**src/rtl/onchip_mem_arbiter_pkg.sv**
```systemverilog
`default_nettype none
// ----------------------------------------------------------------------------
// onchip_mem_pkg : shared defaults and port identifiers for the RAM arbiter
// Rev 1.0
// ----------------------------------------------------------------------------
package onchip_mem_pkg;

  localparam int          DEF_ADDR_W    = 15;
  localparam int          DEF_DATA_W    = 32;
  localparam int unsigned DEF_MEM_WORDS = 17740;

  typedef enum logic {
    PORT_A = 1'b0,
    PORT_B = 1'b1
  } port_id_e;

  function automatic port_id_e other_port(input port_id_e p);
    return (p == PORT_A) ? PORT_B : PORT_A;
  endfunction

endpackage
`default_nettype wire

```
**src/rtl/onchip_mem_arbiter_if.sv**
```systemverilog
`default_nettype none
// ----------------------------------------------------------------------------
// onchip_mem_arbiter_if : requester ports A/B, RAM command bus and error flag
// Rev 1.0
// ----------------------------------------------------------------------------
interface onchip_mem_arbiter_if
  import onchip_mem_pkg::*;
#(
  parameter int ADDR_W = DEF_ADDR_W,
  parameter int DATA_W = DEF_DATA_W
);

  logic [ADDR_W-1:0]   a_address;
  logic [DATA_W/8-1:0] a_byteenable;
  logic                a_read;
  logic                a_write;
  logic [DATA_W-1:0]   a_writedata;
  logic                a_waitrequest;
  logic [DATA_W-1:0]   a_readdata;
  logic                a_readdatavalid;

  logic [ADDR_W-1:0]   b_address;
  logic [DATA_W/8-1:0] b_byteenable;
  logic                b_read;
  logic                b_write;
  logic [DATA_W-1:0]   b_writedata;
  logic                b_waitrequest;
  logic [DATA_W-1:0]   b_readdata;
  logic                b_readdatavalid;

  logic [ADDR_W-1:0]   mem_address;
  logic [DATA_W/8-1:0] mem_byteenable;
  logic                mem_chipselect;
  logic                mem_write;
  logic [DATA_W-1:0]   mem_writedata;
  logic [DATA_W-1:0]   mem_readdata;
  logic                mem_clken;

  logic                err_oor;

  modport slave (
    input  a_address, a_byteenable, a_read, a_write, a_writedata,
    output a_waitrequest, a_readdata, a_readdatavalid,
    input  b_address, b_byteenable, b_read, b_write, b_writedata,
    output b_waitrequest, b_readdata, b_readdatavalid,
    output mem_address, mem_byteenable, mem_chipselect, mem_write, mem_writedata,
    input  mem_readdata,
    output mem_clken, err_oor
  );

  modport master (
    output a_address, a_byteenable, a_read, a_write, a_writedata,
    input  a_waitrequest, a_readdata, a_readdatavalid,
    output b_address, b_byteenable, b_read, b_write, b_writedata,
    input  b_waitrequest, b_readdata, b_readdatavalid,
    input  mem_address, mem_byteenable, mem_chipselect, mem_write, mem_writedata,
    output mem_readdata,
    input  mem_clken, err_oor
  );

endinterface
`default_nettype wire

```
**src/rtl/onchip_mem_arbiter_rr_arb2.sv**
```systemverilog
`default_nettype none
// ----------------------------------------------------------------------------
// rr_arb2 : two-requester round-robin arbiter, last winner remembered
// Rev 1.0
// ----------------------------------------------------------------------------
module rr_arb2
  import onchip_mem_pkg::*;
(
  input  wire  clk,
  input  wire  reset_n,
  input  logic req_a_i,
  input  logic req_b_i,
  output logic gnt_a_o,
  output logic gnt_b_o
);

  port_id_e last_grant_q;
  port_id_e last_grant_d;

  always_comb begin
    gnt_a_o      = 1'b0;
    gnt_b_o      = 1'b0;
    last_grant_d = last_grant_q;
    if (req_a_i && req_b_i) begin
      // Contention: the port that did not win last time goes first.
      if (other_port(last_grant_q) == PORT_A) gnt_a_o = 1'b1;
      else                                    gnt_b_o = 1'b1;
    end else begin
      gnt_a_o = req_a_i;
      gnt_b_o = req_b_i;
    end
    if (gnt_a_o)      last_grant_d = PORT_A;
    else if (gnt_b_o) last_grant_d = PORT_B;
  end

  always_ff @(posedge clk or negedge reset_n) begin
    if (!reset_n) last_grant_q <= PORT_B;
    else          last_grant_q <= last_grant_d;
  end

endmodule
`default_nettype wire

```
**src/rtl/onchip_mem_arbiter.sv**
```systemverilog
`default_nettype none
// ----------------------------------------------------------------------------
// onchip_mem_arbiter : two-port round-robin arbiter in front of a shared RAM
// Rev 1.0
// ----------------------------------------------------------------------------
module onchip_mem_arbiter
  import onchip_mem_pkg::*;
#(
  parameter int          ADDR_W    = DEF_ADDR_W,
  parameter int          DATA_W    = DEF_DATA_W,
  parameter int unsigned MEM_WORDS = DEF_MEM_WORDS
) (
  input wire                   clk,
  input wire                   reset_n,
  onchip_mem_arbiter_if.slave  bus_io
);

  localparam int BE_W = DATA_W / 8;

  logic              w_a_req_raw, w_b_req_raw;
  logic              w_a_req, w_b_req;
  logic              w_gnt_a, w_gnt_b;
  logic              w_issue;
  logic [ADDR_W-1:0] w_win_addr;
  logic [BE_W-1:0]   w_win_be;
  logic [DATA_W-1:0] w_win_wdata;
  logic              w_win_write;
  logic              w_oor;
  logic              w_access;

  logic     rd_pending_q, rd_pending_d;
  port_id_e rd_owner_q,   rd_owner_d;
  logic     rd_oor_q,     rd_oor_d;

  assign w_a_req_raw = bus_io.a_read | bus_io.a_write;
  assign w_b_req_raw = bus_io.b_read | bus_io.b_write;
  // Nothing may be granted while reset is asserted.
  assign w_a_req     = w_a_req_raw & reset_n;
  assign w_b_req     = w_b_req_raw & reset_n;

  rr_arb2 u_rr_arb2 (
    .clk     (clk),
    .reset_n (reset_n),
    .req_a_i (w_a_req),
    .req_b_i (w_b_req),
    .gnt_a_o (w_gnt_a),
    .gnt_b_o (w_gnt_b)
  );

  assign w_issue     = w_gnt_a | w_gnt_b;
  assign w_win_addr  = w_gnt_b ? bus_io.b_address    : bus_io.a_address;
  assign w_win_be    = w_gnt_b ? bus_io.b_byteenable : bus_io.a_byteenable;
  assign w_win_wdata = w_gnt_b ? bus_io.b_writedata  : bus_io.a_writedata;
  assign w_win_write = w_gnt_b ? bus_io.b_write      : bus_io.a_write;
  assign w_oor       = 32'(w_win_addr) >= MEM_WORDS;
  assign w_access    = w_issue & ~w_oor;

  assign bus_io.a_waitrequest = w_a_req_raw & ~w_gnt_a;
  assign bus_io.b_waitrequest = w_b_req_raw & ~w_gnt_b;

  assign bus_io.mem_clken      = reset_n;
  assign bus_io.mem_chipselect = w_access;
  assign bus_io.mem_write      = w_access & w_win_write;
  assign bus_io.mem_address    = w_win_addr;
  assign bus_io.mem_byteenable = w_win_write ? w_win_be : {BE_W{1'b1}};
  assign bus_io.mem_writedata  = w_win_data_sel();
  assign bus_io.err_oor        = w_issue & w_oor;

  function automatic logic [DATA_W-1:0] w_win_data_sel();
    return w_win_wdata;
  endfunction

  always_comb begin
    rd_pending_d = w_issue & ~w_win_write;
    rd_owner_d   = rd_owner_q;
    rd_oor_d     = rd_oor_q;
    if (w_issue && !w_win_write) begin
      rd_owner_d = w_gnt_b ? PORT_B : PORT_A;
      rd_oor_d   = w_oor;
    end
  end

  always_ff @(posedge clk or negedge reset_n) begin
    if (!reset_n) begin
      rd_pending_q <= 1'b0;
      rd_owner_q   <= PORT_A;
      rd_oor_q     <= 1'b0;
    end else begin
      rd_pending_q <= rd_pending_d;
      rd_owner_q   <= rd_owner_d;
      rd_oor_q     <= rd_oor_d;
    end
  end

  // Out-of-range reads never touched the RAM, so their response is forced to zero.
  assign bus_io.a_readdatavalid = rd_pending_q & (rd_owner_q == PORT_A);
  assign bus_io.b_readdatavalid = rd_pending_q & (rd_owner_q == PORT_B);
  assign bus_io.a_readdata = (bus_io.a_readdatavalid && !rd_oor_q) ? bus_io.mem_readdata : '0;
  assign bus_io.b_readdata = (bus_io.b_readdatavalid && !rd_oor_q) ? bus_io.mem_readdata : '0;

endmodule
`default_nettype wire

```
**src/flat_wrapper.sv**
```systemverilog
// flat-port wrapper written by rule: the top's interface ports become plain ports
module onchip_mem_arbiter_flat import onchip_mem_pkg::*;
#(
  parameter int          ADDR_W    = DEF_ADDR_W,
  parameter int          DATA_W    = DEF_DATA_W,
  parameter int unsigned MEM_WORDS = DEF_MEM_WORDS
)
  (clk, reset_n, bus_io_a_address, bus_io_a_byteenable, bus_io_a_read, bus_io_a_write, bus_io_a_writedata, bus_io_a_waitrequest, bus_io_a_readdata, bus_io_a_readdatavalid, bus_io_b_address, bus_io_b_byteenable, bus_io_b_read, bus_io_b_write, bus_io_b_writedata, bus_io_b_waitrequest, bus_io_b_readdata, bus_io_b_readdatavalid, bus_io_mem_address, bus_io_mem_byteenable, bus_io_mem_chipselect, bus_io_mem_write, bus_io_mem_writedata, bus_io_mem_readdata, bus_io_mem_clken, bus_io_err_oor);
  onchip_mem_arbiter_if #(.ADDR_W(ADDR_W), .DATA_W(DATA_W)) bus_io_i ();
  input wire clk;
  input wire reset_n;
  input wire logic [$bits(bus_io_i.a_address)-1:0] bus_io_a_address;
  input wire logic [$bits(bus_io_i.a_byteenable)-1:0] bus_io_a_byteenable;
  input wire logic [$bits(bus_io_i.a_read)-1:0] bus_io_a_read;
  input wire logic [$bits(bus_io_i.a_write)-1:0] bus_io_a_write;
  input wire logic [$bits(bus_io_i.a_writedata)-1:0] bus_io_a_writedata;
  output wire logic [$bits(bus_io_i.a_waitrequest)-1:0] bus_io_a_waitrequest;
  output wire logic [$bits(bus_io_i.a_readdata)-1:0] bus_io_a_readdata;
  output wire logic [$bits(bus_io_i.a_readdatavalid)-1:0] bus_io_a_readdatavalid;
  input wire logic [$bits(bus_io_i.b_address)-1:0] bus_io_b_address;
  input wire logic [$bits(bus_io_i.b_byteenable)-1:0] bus_io_b_byteenable;
  input wire logic [$bits(bus_io_i.b_read)-1:0] bus_io_b_read;
  input wire logic [$bits(bus_io_i.b_write)-1:0] bus_io_b_write;
  input wire logic [$bits(bus_io_i.b_writedata)-1:0] bus_io_b_writedata;
  output wire logic [$bits(bus_io_i.b_waitrequest)-1:0] bus_io_b_waitrequest;
  output wire logic [$bits(bus_io_i.b_readdata)-1:0] bus_io_b_readdata;
  output wire logic [$bits(bus_io_i.b_readdatavalid)-1:0] bus_io_b_readdatavalid;
  output wire logic [$bits(bus_io_i.mem_address)-1:0] bus_io_mem_address;
  output wire logic [$bits(bus_io_i.mem_byteenable)-1:0] bus_io_mem_byteenable;
  output wire logic [$bits(bus_io_i.mem_chipselect)-1:0] bus_io_mem_chipselect;
  output wire logic [$bits(bus_io_i.mem_write)-1:0] bus_io_mem_write;
  output wire logic [$bits(bus_io_i.mem_writedata)-1:0] bus_io_mem_writedata;
  input wire logic [$bits(bus_io_i.mem_readdata)-1:0] bus_io_mem_readdata;
  output wire logic [$bits(bus_io_i.mem_clken)-1:0] bus_io_mem_clken;
  output wire logic [$bits(bus_io_i.err_oor)-1:0] bus_io_err_oor;
  assign bus_io_i.a_address = bus_io_a_address;
  assign bus_io_i.a_byteenable = bus_io_a_byteenable;
  assign bus_io_i.a_read = bus_io_a_read;
  assign bus_io_i.a_write = bus_io_a_write;
  assign bus_io_i.a_writedata = bus_io_a_writedata;
  assign bus_io_a_waitrequest = bus_io_i.a_waitrequest;
  assign bus_io_a_readdata = bus_io_i.a_readdata;
  assign bus_io_a_readdatavalid = bus_io_i.a_readdatavalid;
  assign bus_io_i.b_address = bus_io_b_address;
  assign bus_io_i.b_byteenable = bus_io_b_byteenable;
  assign bus_io_i.b_read = bus_io_b_read;
  assign bus_io_i.b_write = bus_io_b_write;
  assign bus_io_i.b_writedata = bus_io_b_writedata;
  assign bus_io_b_waitrequest = bus_io_i.b_waitrequest;
  assign bus_io_b_readdata = bus_io_i.b_readdata;
  assign bus_io_b_readdatavalid = bus_io_i.b_readdatavalid;
  assign bus_io_mem_address = bus_io_i.mem_address;
  assign bus_io_mem_byteenable = bus_io_i.mem_byteenable;
  assign bus_io_mem_chipselect = bus_io_i.mem_chipselect;
  assign bus_io_mem_write = bus_io_i.mem_write;
  assign bus_io_mem_writedata = bus_io_i.mem_writedata;
  assign bus_io_i.mem_readdata = bus_io_mem_readdata;
  assign bus_io_mem_clken = bus_io_i.mem_clken;
  assign bus_io_err_oor = bus_io_i.err_oor;
  onchip_mem_arbiter #(.ADDR_W(ADDR_W), .DATA_W(DATA_W), .MEM_WORDS(MEM_WORDS)) u_core (.clk(clk), .reset_n(reset_n), .bus_io(bus_io_i));
endmodule
```
**config.mk**
```make
export PLATFORM = sky130hd
export DESIGN_NAME = onchip_mem_arbiter_flat
export DESIGN_NICKNAME = d
export VERILOG_FILES = /design/src/rtl/onchip_mem_arbiter_pkg.sv /design/src/rtl/onchip_mem_arbiter_if.sv /design/src/rtl/onchip_mem_arbiter_rr_arb2.sv /design/src/rtl/onchip_mem_arbiter.sv /design/src/flat_wrapper.sv
export SDC_FILE = /design/constraint.sdc
export NUM_CORES = 1
export LEC_CHECK = 0
export CAP_MARGIN = 20
export CELL_PAD_IN_SITES_DETAIL_PLACEMENT = 0
export CELL_PAD_IN_SITES_GLOBAL_PLACEMENT = 1
export CORE_MARGIN = 2
export CORE_UTILIZATION = 12
export DETAILED_ROUTE_END_ITERATION = 7
export GPL_TIMING_DRIVEN = 0
export PLACE_DENSITY_LB_ADDON = 0.1
export SLEW_MARGIN = 20
export SYNTH_ARGS = -nofsm -noshare
export SYNTH_HDL_FRONTEND = slang
export SYNTH_SLANG_ARGS = --single-unit
```
**constraint.sdc**
```tcl
create_clock -name clk -period 1.6 [get_ports clk]
set_clock_uncertainty 0.05 [all_clocks]
set_input_delay 0.16 -clock clk [delete_from_list [all_inputs] [get_ports clk]]
set_output_delay 0.16 -clock clk [all_outputs]
set_load 0.02 [all_outputs]
```
### After elaboration in Yosys (flattened, before gate mapping)

Cells that the tools add are included.

| word-level totals | value |
|---|---|
| memory bits (writable) | 0 |
| input port bits | 140 |
| register bits after elaboration | 4 |
| word-level logic and storage cells | 44 |
| memories kept | 0 |
| bits in read-only memories | 0 |
| bits in latches | 0 |
| output and inout bits | 123 |

| cells by class | value |
|---|---|
| divide/modulo/power cells | 0 |
| reduce and logical (&&, ||, !) cells | 7 |
| eq/ne operators | 0 |
| multipliers | 0 |
| order comparisons | 1 |
| shift-type cells | 0 |
| bitwise logic cells | 18 |
| multiplexer cells | 14 |
| add/subtract/negate cells | 0 |

Operator list:

| cell | number |
|---|---|
| 32-bit two-way mux | 3 |
| 15-bit >= comparator (second input constant) | 1 |
| 15-bit two-way mux | 1 |
| 1-bit AND | 10 |
| 1-bit two-way mux | 8 |
| 4-bit two-way mux | 2 |
| 1-bit NOT | 5 |
| 1-bit logical AND | 4 |
| 1-bit bitwise OR | 3 |
| 1-bit zero test | 2 |
| 2-bit nonzero test | 1 |

### Logic depth before layout (Yosys ltp)

| depth | value |
|---|---|
| word-level depth | 9 |
| mapped depth | 8 |
| mapped depth without buffers | 4 |

### Modules after synthesis

Synthesis repeated with hierarchy kept, for this count alone.

| second synthesis, totals | value |
|---|---|
| cell total of the unflattened synthesis | 182 |
| area, all modules | 1,481.4 um2 |

Modules (own cells, without submodules):

| module | cells an instance | times used | area an instance (um2) | sequential area each (um2) |
|---|---|---|---|---|
| onchip_mem_arbiter | 176 | 1 | 1,426.4 | 75.1 |
| rr_arb2 | 6 | 1 | 55.1 | 26.3 |

### Worst setup path after synthesis

Ideal clock, no wire load.

| timing path | value |
|---|---|
| path type | flip-flop to output port |
| start | register u_core.u_rr_arb2.last_grant_q |
| end | output port bus_io_mem_address[10] |
| stages on the path, launching flop included | 6 |
| data required time | 1,390 ps |
| path slack | -140 ps |
| path buffers | 2 |
| data arrival time | 1,530 ps |
| path through | dfstp_2 -> o21ai_0 -> and2_4 -> buf_6 -> buf_6 -> o21ai_0 |

| on the way | value |
|---|---|
| cells in the longest elaborated chain, start to end | 3 |

RTL lines:

| what | line | text |
|---|---|---|
| start, declared | onchip_mem_arbiter_rr_arb2.sv:17 | `port_id_e last_grant_q;` |
| start signal, assigned | onchip_mem_arbiter_rr_arb2.sv:38 | `else last_grant_q <= last_grant_d;` |
| 1-bit two-way mux | onchip_mem_arbiter_rr_arb2.sv:26 | `if (other_port(last_grant_q) == PORT_A) gnt_a_o = 1'b1;` |
| 1-bit two-way mux | onchip_mem_arbiter_rr_arb2.sv:24 | `if (req_a_i && req_b_i) begin` |
| 15-bit two-way mux | onchip_mem_arbiter.sv:51 | `assign w_win_addr = w_gnt_b ? bus_io.b_address : bus_io.a_address;` |
| end, declared | flat_wrapper.sv:28 | `output wire logic [$bits(bus_io_i.mem_address)-1:0] bus_io_mem_address;` |

No other way between the ends.

### Worst setup path in the final report

| timing path | value |
|---|---|
| start | register u_core.u_rr_arb2.last_grant_q |
| end | output port bus_io_mem_write |

| on the way | value |
|---|---|
| cells in the longest elaborated chain, start to end | 7 |
| elaborated cells on any way between the ends | 11 |
| those cells by class | order compare (1); mux (6); bitwise (4) |

RTL lines:

| what | line | text |
|---|---|---|
| 1-bit two-way mux | onchip_mem_arbiter_rr_arb2.sv:26 |  |
| 1-bit two-way mux | onchip_mem_arbiter_rr_arb2.sv:24 |  |
| 15-bit two-way mux | onchip_mem_arbiter.sv:51 |  |
| 15-bit >= comparator | onchip_mem_arbiter.sv:55 | `assign w_oor = 32'(w_win_addr) >= MEM_WORDS;` |
| 1-bit NOT | onchip_mem_arbiter.sv:56 | `assign w_access = w_issue & ~w_oor;` |
| 1-bit AND | onchip_mem_arbiter.sv:56 |  |
| 1-bit AND * | onchip_mem_arbiter.sv:63 | `assign bus_io.mem_write = w_access & w_win_write;` |
| end, declared | flat_wrapper.sv:31 | `output wire logic [$bits(bus_io_i.mem_write)-1:0] bus_io_mem_write;` |

Mark *: on every way between the ends. The rest lies on a longest branch, timed or not.

==> impl_metrics.csv <==
group,metric,value,unit
outcome,status,"finished, violations left",
outcome,violations,"negative setup slack",
drt,drt-total-wl,11100,um
layout,finalNetCount,739,
sta,hold_ws,327,ps
logic_synthesis,synth_top_area_share,30.2,%
cts,cts_tree,"yes",
grt,grt_max_degree,11,
sta,fmaxAchievable,555,MHz
worst_setup_path,cp_slowest_stage_delay,540,ps
grt,gr-total-overflow,0,
sta,maxSlewViolCount,0,
die,initial_core_util,12.2,%
sta,period_share,113,%
grt,grt_pass1_vias,3031,
cts,numCtsBuffers,3,
sta,hold_viol_final,0,
cts,clk_latency,220,ps
layout,n_fill_cell,1354,
die,row_count,42,
worst_setup_path,worst-path-buf-inv,1,
sta,setup_viol,104,
logic_synthesis,synth_area_per_cell,5.61,um^2
cts,clk_pin_slew,30,ps
drt,first_iter_violations,56,
worst_setup_path,worstPathMaxFanout,5,
logic_synthesis,ys_warn_count,0,
logic_synthesis,synth-seq-area-share,6.27,%
worst_setup_path,worstPathCellList,"o21ai_4 > and2_4 > mux2i_2 > nor4_4 > buf_4",
logic_synthesis,netlist_area,1620,um^2
cts,clk_path_buf_depth,2,
die,die_x,120,um
logic_synthesis,synth_top_flop_cell,"dfrtp_1",
place,portBuffers,262,
logic_synthesis,ys_ff_latch,4,
worst_setup_path,crit_type,"reg -> out",
sta,post-route-min-period,1800,ps
power_and_ir_drop,p_leak,2.81,nW
logic_synthesis,ys_top_cells_by_area,"nand2_1, and2_1, dfrtp_1",
die,fp.coreArea,13200,um^2
logic_synthesis,synthDistinctLibCells,36,
worst_setup_path,cp.arrival,1590,ps
sta,rsz0062_at_grt,"yes",
drt,ant_nets,0,
grt,grt_pass1_wl,15800,um
worst_setup_path,endpoint_kind,"output port",
die,io_pins,263,
drt,via_per_inst,3.99,
worst_setup_path,path_delay_family,"flip-flops",
worst_setup_path,slowest_stage,"dfstp_2",
logic_synthesis,synth_edf_count,0,
job,maxCapViolCount,0,
power_and_ir_drop,irDropWorstVdd,0.269,mV
drt,drc,0,
layout,area_delta_synth_final,259,%
drt,dr.pass1.iters,4,
die,die_y,120,um
layout,drive_gt1_share,56.0,%
worst_setup_path,cp.required,1390,ps
logic_synthesis,synth_cells,288,
power_and_ir_drop,power.total,3.01,mW
place,gp_congestion,0.693,
place,hpwl,8190,um
logic_synthesis,ys_async_sr_fraction,100,%
cts,clkSinkCount,4,
power_and_ir_drop,powerDensity,519,nW/um^2
cts,htree_levels,1,
drt,detail_route.wl_per_cell,14.3,um
place,pre_cts_ws,-1170,ps
die,die-area,14400,um^2
sta,layout_setup_ws,-202,ps
logic_synthesis,synth_nets,428,
hold_path,hp-class,"in -> reg",
grt,grtUsageTotal,13.5,%
grt,antenna_found_initial,0,
logic_synthesis,synth_top_cell_by_area,"nand2_1",
sta,slew_headroom,77.4,%
worst_setup_path,start_kind,"flip-flop",
cts,cts-root-buf,"clkbuf_16",
layout,n_antenna_cell,0,
sta,tightest_slew,338,ps
drt,vias,3088,
layout,fin_util,44.0,%
tightest hold or removal path, delay by kind of cell:
family	cells	cell delay, ps
buffers and inverters	1	210
AO/OA/AOI/OAI	2	220
cell usage in the layout (no fill, tap or decap), types with 2 or more instances in the layout:
master,count
buf_6,133
clkdlybuf4s50_1,113
nand2_1,90
and2_4,61
nand2_2,35
buf_4,26
dlygate4sd2_1,17
nand2_4,15
buf_8,12
and2_1,6
clkbuf_2,6
inv_1,5
clkbuf_16,5
buf_12,4
a31oi_1,4
buf_2,4
nor4_4,3
nor3_2,3
nor2_1,3
o21ai_0,3
dlymetal6s2s_1,3
o21ai_4,2
inv_2,2
nor3b_1,2
nor3b_2,2
nor2b_1,2
a211oi_2,2
o21ai_2,2
o211a_4,2
nand4bb_4,2
o21a_1,2
buf_16,2
dlygate4sd3_1,2
dfrtp_1,2
synthesized netlist by cell type, drive strengths merged (2+ instances only):
cell type  number
a211oi          2
a21oi           2
a31oi           4
and2           66
buf            15
clkbuf          6
dfrtp           3
inv             7
nand2         140
nand4bb         3
nor2            4
nor2b           2
nor3            3
nor3b           5
nor4            3
o211a           2
o21a            3
o21ai           7
worst paths after layout:
path                                               start                       endpoint  slack, ps  depth (start not counted)
min reg2reg                            u_core.rd_owner_q              u_core.rd_owner_q        640                          3
min                                        bus_io_a_read  u_core.u_rr_arb2.last_grant_q        330                          3
max reg2reg                u_core.u_rr_arb2.last_grant_q                u_core.rd_oor_q         60                          5
max in group asynchronous                        reset_n  u_core.u_rr_arb2.last_grant_q        850                          2
min in group asynchronous                        reset_n            u_core.rd_pending_q        460                          2
max                        u_core.u_rr_arb2.last_grant_q               bus_io_mem_write       -200                          5
flip-flops by register name (all words and copies together), names as in the netlist:
signal	count
u_core.rd_oor_q	1
u_core.rd_owner_q	1
u_core.rd_pending_q	1
u_core.u_rr_arb2.last_grant_q	1
what timing repair did:
item	CTS	global route
pin swaps	29	66
buffers inserted	20	14
gates resized for setup	710	283
hold buffers	2	0
gates cloned	9	3
endpoints found under the setup margin	125	120
endpoints found under the hold margin	3	0
per-layer routing:
| layer | global-route usage, % | part of all wire [%] |
|---|---|---|
| met1 | 14.5 | 36 |
| met5 | 0 | 0 |
| met4 | 0.662 | 0.35 |
| met3 | 4.61 | 9.2 |
| met2 | 26.5 | 55 |
cell families (layout without fill, tap and decap cells):
family,Yosys count,count (layout),share of synthesized area [%]
buffers and inverters,28,337,10.3
DFF,4,4,6.27
AOI/OAI and AO/OA,27,27,13.3
and+or+nand+nor,228,229,69.5
muxes,1,1,0.620
where the power goes:
part           switching [mW]  leakage (nW)  internal, mW  total, mW
Combinational            1.07          2.73          1.38       2.45
Clock                  0.0722        0.0382         0.329      0.401
Sequential             0.0289        0.0475         0.130      0.159
Total                    1.17          2.81          1.84       3.01
cell type report:
class | instances | area (um^2) | share of cell area (%)
Clock buffer | 4 | 78.8 | 1.36
Sequential cell | 4 | 103 | 1.77
Timing Repair Buffer | 309 | 3240 | 55.9
Multi-Input combinational cell | 257 | 1880 | 32.5
Buffer | 17 | 248 | 4.27
Inverter | 7 | 26.3 | 0.453
Tap cell | 176 | 220 | 3.80
per-stage QoR:
step	cell area (um^2)	TNS, ps	instances
finish	5800	-9040	774
global route	5800	-14800	774
CTS	4970	-11980	760
detailed placement	4470	-94950	726
global placement	4470	-90580	726
floorplan	1620	-99.4	288
Power figures use the tool's default switching activity.
